File: src/rtl/sad_best_match.sv
// Purpose: scan the SAD result memory for its minimum value, that value's address, and the count of entries below a threshold.
// Latency: two cycles per entry. Done pulses in the cycle after edge 2*DEPTH, counting the Go edge as edge 0.
// Backpressure: none. Go is only sampled in IDLE, and a Go that arrives during a scan is dropped, not queued.
module sad_best_match #(
  parameter int C_WIDTH = 7,
  parameter int DEPTH   = 128,
  parameter int S_WIDTH = 32
) (
  input  logic               Clk,
  input  logic               Rst,
  input  logic               Go,
  input  logic [S_WIDTH-1:0] Thresh,
  output logic [C_WIDTH-1:0] C_Addr,
  output logic               C_RW,
  output logic               C_En,
  input  logic [S_WIDTH-1:0] C_Data,
  output logic               Busy,
  output logic               Done,
  output logic [S_WIDTH-1:0] Min_SAD,
  output logic [C_WIDTH-1:0] Min_Addr,
  output logic [C_WIDTH:0]   Match_Cnt
);

  typedef enum logic [1:0] {
    IDLE    = 2'd0,
    ISSUE   = 2'd1,
    CAPTURE = 2'd2,
    FIN     = 2'd3
  } state_t;

  // Index of the last entry scanned. The scan stops here, so k never wraps.
  localparam logic [C_WIDTH-1:0] K_LAST = C_WIDTH'(DEPTH - 1);

  state_t             state;
  logic [C_WIDTH-1:0] k;
  logic [S_WIDTH-1:0] thresh_q;

  // Entry 0 always seeds the minimum.
  // After that a strict compare keeps the lowest address among equal minima.
  logic take_min;
  logic is_match;
  logic is_last;

  assign take_min = (k == '0) || (C_Data < Min_SAD);
  assign is_match = (C_Data < thresh_q);
  assign is_last  = (k == K_LAST);

  // Scan sequencer. Every output is registered here; Rst overrides everything.
  always_ff @(posedge Clk) begin
    if (Rst) begin
      state     <= IDLE;
      k         <= '0;
      thresh_q  <= '0;
      C_Addr    <= '0;
      C_RW      <= 1'b0;
      C_En      <= 1'b0;
      Busy      <= 1'b0;
      Done      <= 1'b0;
      Min_SAD   <= '0;
      Min_Addr  <= '0;
      Match_Cnt <= '0;
    end else begin
      C_RW <= 1'b0;
      Done <= 1'b0;
      case (state)
        IDLE: begin
          if (Go) begin
            // Results from the previous scan stay visible until entry 0 overwrites them.
            // Only the match count is cleared here.
            thresh_q  <= Thresh;
            Match_Cnt <= '0;
            k         <= '0;
            C_En      <= 1'b1;
            C_Addr    <= '0;
            Busy      <= 1'b1;
            state     <= ISSUE;
          end
        end
        ISSUE: begin
          // The read was launched on the edge that entered this state.
          // Drop the enable and wait for the data.
          C_En   <= 1'b0;
          C_Addr <= '0;
          state  <= CAPTURE;
        end
        CAPTURE: begin
          if (take_min) begin
            Min_SAD  <= C_Data;
            Min_Addr <= k;
          end
          if (is_match) begin
            Match_Cnt <= Match_Cnt + 1'b1;
          end
          if (is_last) begin
            Busy  <= 1'b0;
            Done  <= 1'b1;
            state <= FIN;
          end else begin
            k      <= k + 1'b1;
            C_Addr <= k + 1'b1;
            C_En   <= 1'b1;
            state  <= ISSUE;
          end
        end
        FIN: begin
          // Done is high in this cycle. A Go seen here is ignored.
          state <= IDLE;
        end
        default: begin
          state <= IDLE;
        end
      endcase
    end
  end

endmodule

File: config.mk
export PLATFORM = sky130hd
export DESIGN_NAME = sad_best_match
export DESIGN_NICKNAME = d
export VERILOG_FILES = /design/src/rtl/sad_best_match.sv
export SDC_FILE = /design/constraint.sdc
export NUM_CORES = 1
export LEC_CHECK = 0
export ABC_CLOCK_PERIOD_IN_PS = 4300
export BUFFER_PORTS_ARGS = -buffer_cell sky130_fd_sc_hd__buf_2
export CELL_PAD_IN_SITES_DETAIL_PLACEMENT = 1
export CELL_PAD_IN_SITES_GLOBAL_PLACEMENT = 1
export CORE_MARGIN = 2
export CORE_UTILIZATION = 43
export DETAILED_ROUTE_END_ITERATION = 8
export GPL_TIMING_DRIVEN = 1
export MAX_ROUTING_LAYER = met4
export PLACE_DENSITY_LB_ADDON = 0.1
export SLEW_MARGIN = 10
export SYNTH_ARGS = -nofsm -noshare
export SYNTH_HDL_FRONTEND = slang
export SYNTH_SLANG_ARGS = --single-unit
export TNS_END_PERCENT = 1
File: constraint.sdc
create_clock -name Clk -period 4.3 [get_ports Clk]
set_input_delay 0.43 -clock Clk [delete_from_list [all_inputs] [get_ports Clk]]
set_output_delay 0.43 -clock Clk [all_outputs]
set_load 0.05 [all_outputs]
# Yosys cells after proc, flatten, opt, wreduce, memory -nomap -nowiden
# Index checks and enable logic that the tools add are counted.
# word_totals
output_inout_bits,58
inputBits,67
ff_bits,98
# classes
n_eq_ne,8
reduce_logical,12
n_mux,16
add_sub_neg,2
bitwise_logic,1
n_lt_le_gt_ge,2
# op_table
cell,count
32-bit less-than comparator,2
7-bit case mux with 3 select lines,1
8-bit 2-to-1 mux,2
8-bit case mux with 2 select lines,1
7-bit 2-to-1 mux,2
7-bit case mux with 2 select lines,1
3-bit AND reduction,4
"8-bit by 1-bit adder with 8-bit output, second input constant",1
"2-bit inequality test, second input constant",4
2-bit case mux with 4 select lines,1
"7-bit by 1-bit adder with 7-bit output, second input constant",1
"7-bit equality test, second input constant",1
7-bit logical NOT,1
"2-bit equality test, second input constant",2
1-bit 2-to-1 mux,4
2-bit 2-to-1 mux,2
2-bit AND reduction,2
1-bit case mux with 3 select lines,1
3-bit nonzero test,1
"2-bit by 1-bit equality test with 1-bit output, second input constant",1
2-bit logical NOT,1
1-bit case mux with 2 select lines,1
2-bit nonzero test,1
2-bit OR reduction,1
other kinds (2),2

# Logic depth before layout (Yosys ltp)
# Gate-level depths: netlist of run 1.
# logic_depth
depth_word,3
ltp_mapped,12
mapped_depth_nobuf,9

# Worst setup path after synthesis of run 1
# Ideal clock, no wire load.
# synth_path
path_kind,register -> register
start,register Min_SAD[1]
end,register Min_SAD[10]
t_arrival_ps,2894
stages_incl_launch_ff,12
slack_ps,1291
cell_sequence,dfxtp_1 -> inv_1 -> ha_1 -> a2111o_1 -> a311oi_1 -> o21ai_1 -> or4_1 -> buf_2 -> and3_1 -> buf_6 -> buf_6 -> a31o_1
# synth_via
elab_chain_cells,3
# synth_rtl
item,line_no,rtl
from (decl),19,"output logic [S_WIDTH-1:0] Min_SAD,"
from (signal assigned),88,Min_SAD <= C_Data;
32-bit less-than comparator,44,assign take_min = (k == '0) || (C_Data < Min_SAD);
1-bit logical OR,44,
2-bit AND reduction (no source line),-,
# No other way between the ends.
# A chain may end at the register's enable or synchronous reset.

# Final worst setup path of run 1
# layout_path
start,register Min_SAD[1]
end,register Min_SAD[1]
# The elaborated chain is that of the path after synthesis.

==> results of run 1 <==
==> per-stage QoR <==
step | cells | total power [W]
floorplan | 693 | 0.001270
global placement | 950 | 0.001381
detailed placement | 950 | 0.001405
CTS | 965 | 0.002398
global route | 965 | 0.002489
finish | 965 | 0.002374
==> kinds of logic after synthesis <==
kind of cell / after synthesis / synth area share
buffers and inverters: 143 / 0.1026
AND/OR/NAND/NOR: 179 / 0.1448
flip-flops: 98 / 0.3514
XOR/XNOR: 5 / 0.007844
AO/OA/AOI/OAI: 202 / 0.2470
other: 1 / 0.0006717
adder cells (fa/ha/maj): 65 / 0.1457
==> registers in the layout, summed over array words and instances (netlist names) <==
signal,count
Min_SAD,32
C_En,1
k,7
C_Addr,7
Match_Cnt,8
Busy,1
Min_Addr,7
state,2
thresh_q,32
Done,1
==> area by class of cell <==
type,count,area [sq um]
fill,1602,6050
multi-input combinational,452,3049
sequential,98,1962
timing repair buffer,129,660.6
inverter,99,371.6
clock buffer,9,225.2
tap,172,215.2
clock inverter,6,137.6
==> worst max-delay path, cell delays in order, from the launching register on <==
cell and delay (ns):
dfxtp_1 0.35, inv_1 0.06, ha_1 0.27, a2111o_1 0.37, a311oi_1 0.39, o21ai_1 0.15
or4_1 0.50, and3_2 0.45, a31o_2 0.34
==> worst max-delay path by stage <==
stage          slack [ns]  cells after the start         start            to
2_1_floorplan        1.29                     11    Min_SAD[1]   Min_SAD[10]
3_3_place_gp         0.94                      8     C_Data[1]    Min_SAD[0]
3_5_place_dp         0.89                      8     C_Data[1]    Min_SAD[1]
4_1_cts              1.06                      8    Min_SAD[1]    Min_SAD[1]
5_1_grt              1.10                      9  thresh_q[13]  Match_Cnt[6]
6_report             1.32                      8    Min_SAD[1]    Min_SAD[1]
==> layer usage <==
layer  up-vias  share of wire  GRT usage  wire [um]
met2       109           0.50     0.4411       8454
met3        27          0.035    0.03924        591
met1      2577           0.44     0.3035       7431
li1       2617              -          -          -
met4         0          0.017    0.07605        277
met5         -              0          -          0
==> cell usage in the layout, fill, tap and decap left out, types with 4 or more instances in the layout <==
cell type	instances
a22oi_1	5
a31o_2	4
o311ai_0	6
dfxtp_1	98
ha_1	65
nor2_1	32
bufinv_16	4
a21oi_1	73
o21ai_0	21
buf_4	6
nand4_1	16
clkbuf_16	9
a31o_1	30
nor4_1	4
inv_1	98
a21o_1	11
a311oi_1	33
nand2_1	92
xor2_1	4
nor3_1	5
nand3_1	6
nand2b_1	5
buf_2	123
==> power groups by stage <==
stage               sequential (W)  clock, W  combinational [W]
floorplan                  0.00105         0           0.000219
global placement          0.000993         0           0.000389
detailed placement        0.000995         0           0.000409
CTS                       0.000974   0.00101           0.000413
global route              0.000979   0.00105           0.000459
finish                    0.000975  0.000990           0.000410
==> flow_metrics.env, run 1 <==
export IMPL_area_growth_pct=18.60
export IMPL_track_usage=0.2541
export IMPL_via_per_inst=5.523
export IMPL_die_height_um=117.9
export IMPL_ff2ff_path_depth=8
export IMPL_ys_ff_latch=98
export IMPL_clock_latency_ns=0.35
export IMPL_yosysUniqueCellTypes=45
export IMPL_p_leak_nw=2.906
export IMPL_yosysTopAreaCell="dfxtp_1"
export IMPL_pwr_share_seq=0.411
export IMPL_tightest_slew_ns=0.8823
export IMPL_relSlewSlack=0.4064
export IMPL_clockRootBuffer="clkbuf_16"
export IMPL_post_route_util=0.5226
export IMPL_synthArstFlopShare=0
export IMPL_cp_end_kind="flop"
export IMPL_gp_congestion=0.8202
export IMPL_grt_pass1_wl_um=28010
export IMPL_final_setup_viol_count=0
export IMPL_wire_per_inst_um=17.36
export IMPL_cts_hold_buf=0
export IMPL_synth_most_common_cell="inv_1"
export IMPL_drc=0
export IMPL_r2r_start="Min_SAD[1]"
export IMPL_holdPathStages=3
export IMPL_ys_warnings_count=0
export IMPL_drt_pass1_iter_count=4
export IMPL_synth_area_top_cells="dfxtp_1 (35%), ha_1 (15%), inv_1 (6.7%), a21oi_1 (6.5%), nand2_1 (6.2%)"
export IMPL_netlist_area_sq_um=5583
export IMPL_critPathLaunchType="flop"
export IMPL_clkPwrFrac=0.417
export IMPL_dp_slack_ns=0.8887
export IMPL_p_per_area_nw_per_um2=358.5
export IMPL_cts_setup_buffers=0
export IMPL_hpwl_um=12100
export IMPL_finalCritPeriodShare=0.6923
export IMPL_cts_buffers=9
export IMPL_crit_type="reg2reg"
export IMPL_rsz0062_at_grt="false"
export IMPL_design_core_area_sq_um=12670
export IMPL_die_w_um=117.9
export IMPL_p_int_w=0.001711
export IMPL_nNetsFinal=921
export IMPL_clock_fmax_ghz=0.3359
export IMPL_initial_core_util=0.4406
export IMPL_clk_pin_slew_worst_paths_ns=0.07
export IMPL_synthTopCellsByCount="inv_1 (99), dfxtp_1 (98), nand2_1 (92)"
export IMPL_cp_max_fo=32
export IMPL_drive_above_1_share=0.1892
export IMPL_setup_tns_final_ns=0
export IMPL_synth_top_area_frac=0.3514
export IMPL_syn_avg_cell_area_sq_um=8.056
export IMPL_reg2reg_to="Min_SAD[1]"
export IMPL_routed_wl_um=16750
export IMPL_outcome="complete, no violations"
export IMPL_placed_area_sq_um=6257
export IMPL_num_antenna_cells=0
export IMPL_ios=125
export IMPL_vias=5330
export IMPL_cts_resized=0
export IMPL_finalCriticalPeriod_ns=2.977
export IMPL_synth_nets=825
export IMPL_core_rowCount=41
export IMPL_whs_endpoint="thresh_q[5]"
export IMPL_clk_path_buf_depth=2
export IMPL_die_area_sq_um=13910
export IMPL_h_tree_depth=3
export IMPL_hold_ws_ns=0.3110
export IMPL_ant_nets=0
export IMPL_grt_max_degree=65
export IMPL_drtIter0Drc=245
export IMPL_antenna_found_initial=0
export IMPL_arrival_ns=3.23
export IMPL_first_global_vias=5606
export IMPL_hold_viol_final=0
export IMPL_reg2reg_slack_ns=1.32
export IMPL_cts_sinks=98
export IMPL_hp_class="in2reg"
export IMPL_switching_share=0.2792
export IMPL_ir_drop_v=0.0001786
export IMPL_p_comb_frac=0.173
export IMPL_cp_required_ns=4.55
export IMPL_io_buffer_count=123
export IMPL_fin_ws_ns=1.323
export IMPL_switchingPower_w=0.0006628
export IMPL_synth_edf_count=0
export IMPL_synthCells=693
export IMPL_drv_cap=0
export IMPL_fin_area_sq_um=6621
export IMPL_maxSlewViolCount=0
export IMPL_grt_overflow=0
export IMPL_cts_tree="yes"
export IMPL_synth_flop_cell="dfxtp_1"
export IMPL_ys_seq_area_frac=0.3514
export IMPL_hold_start="Thresh[5]"
export IMPL_fin_skew_ns=0.01067
Power figures use the tool's default switching activity.
==> run 2: changes to the inputs <==
ABC_CLOCK_PERIOD_IN_PS = 2800   (was 4300)
CORE_UTILIZATION = 40   (was 43)
clock period = 2.8 ns   (was 4.3 ns; I/O delays follow)
==> flow_metrics.env, run 2 (synthesis results as in run 1) <==
export IMPL_outcome="complete, no violations"
export IMPL_finalCriticalPeriod_ns=2.761
export IMPL_drive_above_1_share=0.2321
export IMPL_cts_tree="yes"
export IMPL_finalCritPeriodShare=0.9862
export IMPL_cp_slowest_stage_delay_ns=0.51
export IMPL_cp_cell_sequence="inv_1, ha_1, a2111o_1, a311oi_2, o21ai_2, or4_4, buf_6, a311oi_1, a31o_1"
export IMPL_h_tree_depth=3
export IMPL_grt_overflow=0
export IMPL_critPathLaunchType="flop"
export IMPL_drt_pass1_iter_count=4
export IMPL_ant_nets=0
export IMPL_grt_pass1_wl_um=27550
export IMPL_cp_max_fo=29
export IMPL_placed_area_sq_um=6405
export IMPL_maxSlewViolCount=0
export IMPL_arrival_ns=3.05
export IMPL_p_int_w=0.002420
export IMPL_ios=125
export IMPL_dp_cells=974
export IMPL_clkPwrFrac=0.373
export IMPL_cts_buffers=9
export IMPL_cp_required_ns=3.09
export IMPL_wire_per_inst_um=17.17
export IMPL_drc=0
export IMPL_clock_latency_ns=0.35
export IMPL_crit_type="reg2reg"
export IMPL_p_leak_nw=2.981
export IMPL_routed_wl_um=17000
export IMPL_ir_drop_v=0.0002822
export IMPL_fin_area_sq_um=6783
export IMPL_tightest_slew_ns=1.078
export IMPL_hold_viol_final=0
export IMPL_p_comb_frac=0.191
export IMPL_fillers=1736
export IMPL_switching_share=0.2958
export IMPL_grt_max_degree=98
export IMPL_cts_sinks=98
export IMPL_hp_class="in2reg"
export IMPL_gp_congestion=0.8543
export IMPL_crit_slowest_cell="or4_4"
export IMPL_antenna_found_initial=0
export IMPL_core_rowCount=43
export IMPL_track_usage=0.2416
export IMPL_rsz0062_at_grt="true"
export IMPL_final_setup_viol_count=0
export IMPL_relSlewSlack=0.2812
export IMPL_reg_top3="Min_SAD x32, thresh_q x32, Match_Cnt x8"
export IMPL_clk_pin_slew_worst_paths_ns=0.07
export IMPL_initial_core_util=0.4053
export IMPL_clockRootBuffer="clkbuf_16"
export IMPL_pwr_share_seq=0.436
export IMPL_cts_setup_buffers=0
export IMPL_die_area_sq_um=14920
export IMPL_design_core_area_sq_um=13770
export IMPL_p_per_area_nw_per_um2=506.8
export IMPL_mostFrequentLayoutCell="buf_2"
export IMPL_drv_cap=0
export IMPL_cts_hold_buf=0
export IMPL_switchingPower_w=0.001017
export IMPL_die_height_um=122.1
export IMPL_via_per_inst=5.489
export IMPL_cp_end_kind="flop"
export IMPL_drtIter0Drc=215
export IMPL_hpwl_um=12600
export IMPL_fin_cells=990
export IMPL_die_w_um=122.1
export IMPL_io_buffer_count=123
export IMPL_area_growth_pct=21.49
export IMPL_nNetsFinal=937
export IMPL_finalPower_w=0.003437
export IMPL_clk_path_buf_depth=2
export IMPL_num_antenna_cells=0
export IMPL_first_global_vias=5562
export IMPL_fin_skew_ns=0.006006
export IMPL_clock_fmax_ghz=0.3621
export IMPL_vias=5434
export IMPL_final_cell_mix="buf_2 (123), inv_1 (99), nand2_1 (92)"
-- run 2: changes by cell type in the layout (fill, tap and decap cells not counted), moves of 7 or more --
cell / before / now
a311oi_2: 0 / 7
a311oi_1: 33 / 26
dfxtp_2: 0 / 11
buf_4: 6 / 19
dfxtp_1: 98 / 86
-- run 2: final cells by class --
cell class	count	area [sq um]	area share
clock buffers	11	252.7	0.03726
clock inverters	5	52.55	0.007748
multi-input cells	452	3109	0.4584
flip-flops and latches	98	1979	0.2918
inverters	99	371.6	0.05479
well taps	180	225.2	0.03320
repair buffers	145	792.0	0.1168
-- run 2: what timing repair did --
action | in CTS | in global routing
gates cloned | 0 | 0
endpoints found under the setup margin | 38 | 33
resized for setup | 3 | 11
pin swaps | 1 | 2
-- run 2: path summary, 6_finish.rpt --
kind           startpoint            to  slack, ns  cells after the start
min reg2reg  thresh_q[14]  thresh_q[14]       0.45                      2
max reg2reg    Min_SAD[1]    Min_SAD[7]       0.04                      9
max            Min_SAD[1]    Min_SAD[7]       0.04                      9
min            Thresh[29]  thresh_q[29]       0.16                      3
-- run 2: routing by layer --
layer  up-vias  part of all wire  track usage
met5         -                 0            -
met4         0             0.029       0.1027
met3        33             0.035      0.02809
met2       113              0.48       0.3991
met1      2632              0.45       0.2990
li1       2656                 -            -
-- run 2: stage by stage --
stage,hold slack (ns),util,TNS (ns),setup WS (ns)
after CTS,0.1502,0.4882,0,0.01019
after floorplan,0.4160,-,0,0.001301
after global placement,0.4445,0.4650,-0.3374,-0.03957
after global routing,0.1673,0.4925,-0.3452,-0.04794
after detailed placement,0.4488,0.4650,-5.609,-0.2026
final,0.1618,0.4925,0,0.03855
-- run 2: power by group through the flow --
stage,Sequential [W],Clock (W),Combinational (W)
floorplan,0.00162,0,0.000336
global placement,0.00153,0,0.000612
detailed placement,0.00153,0,0.000647
CTS,0.00150,0.00132,0.000653
global route,0.00151,0.00136,0.000736
finish,0.00150,0.00128,0.000656
-- run 2: critical path, delay by kind of cell, from the launching register on --
family                   cells  cell delay [ns]
adder cells (fa/ha/maj)      1             0.27
buffers and inverters        2             0.26
AO/OA/AOI/OAI                5             1.31
AND/OR/NAND/NOR              1             0.51
flip-flops                   1             0.35
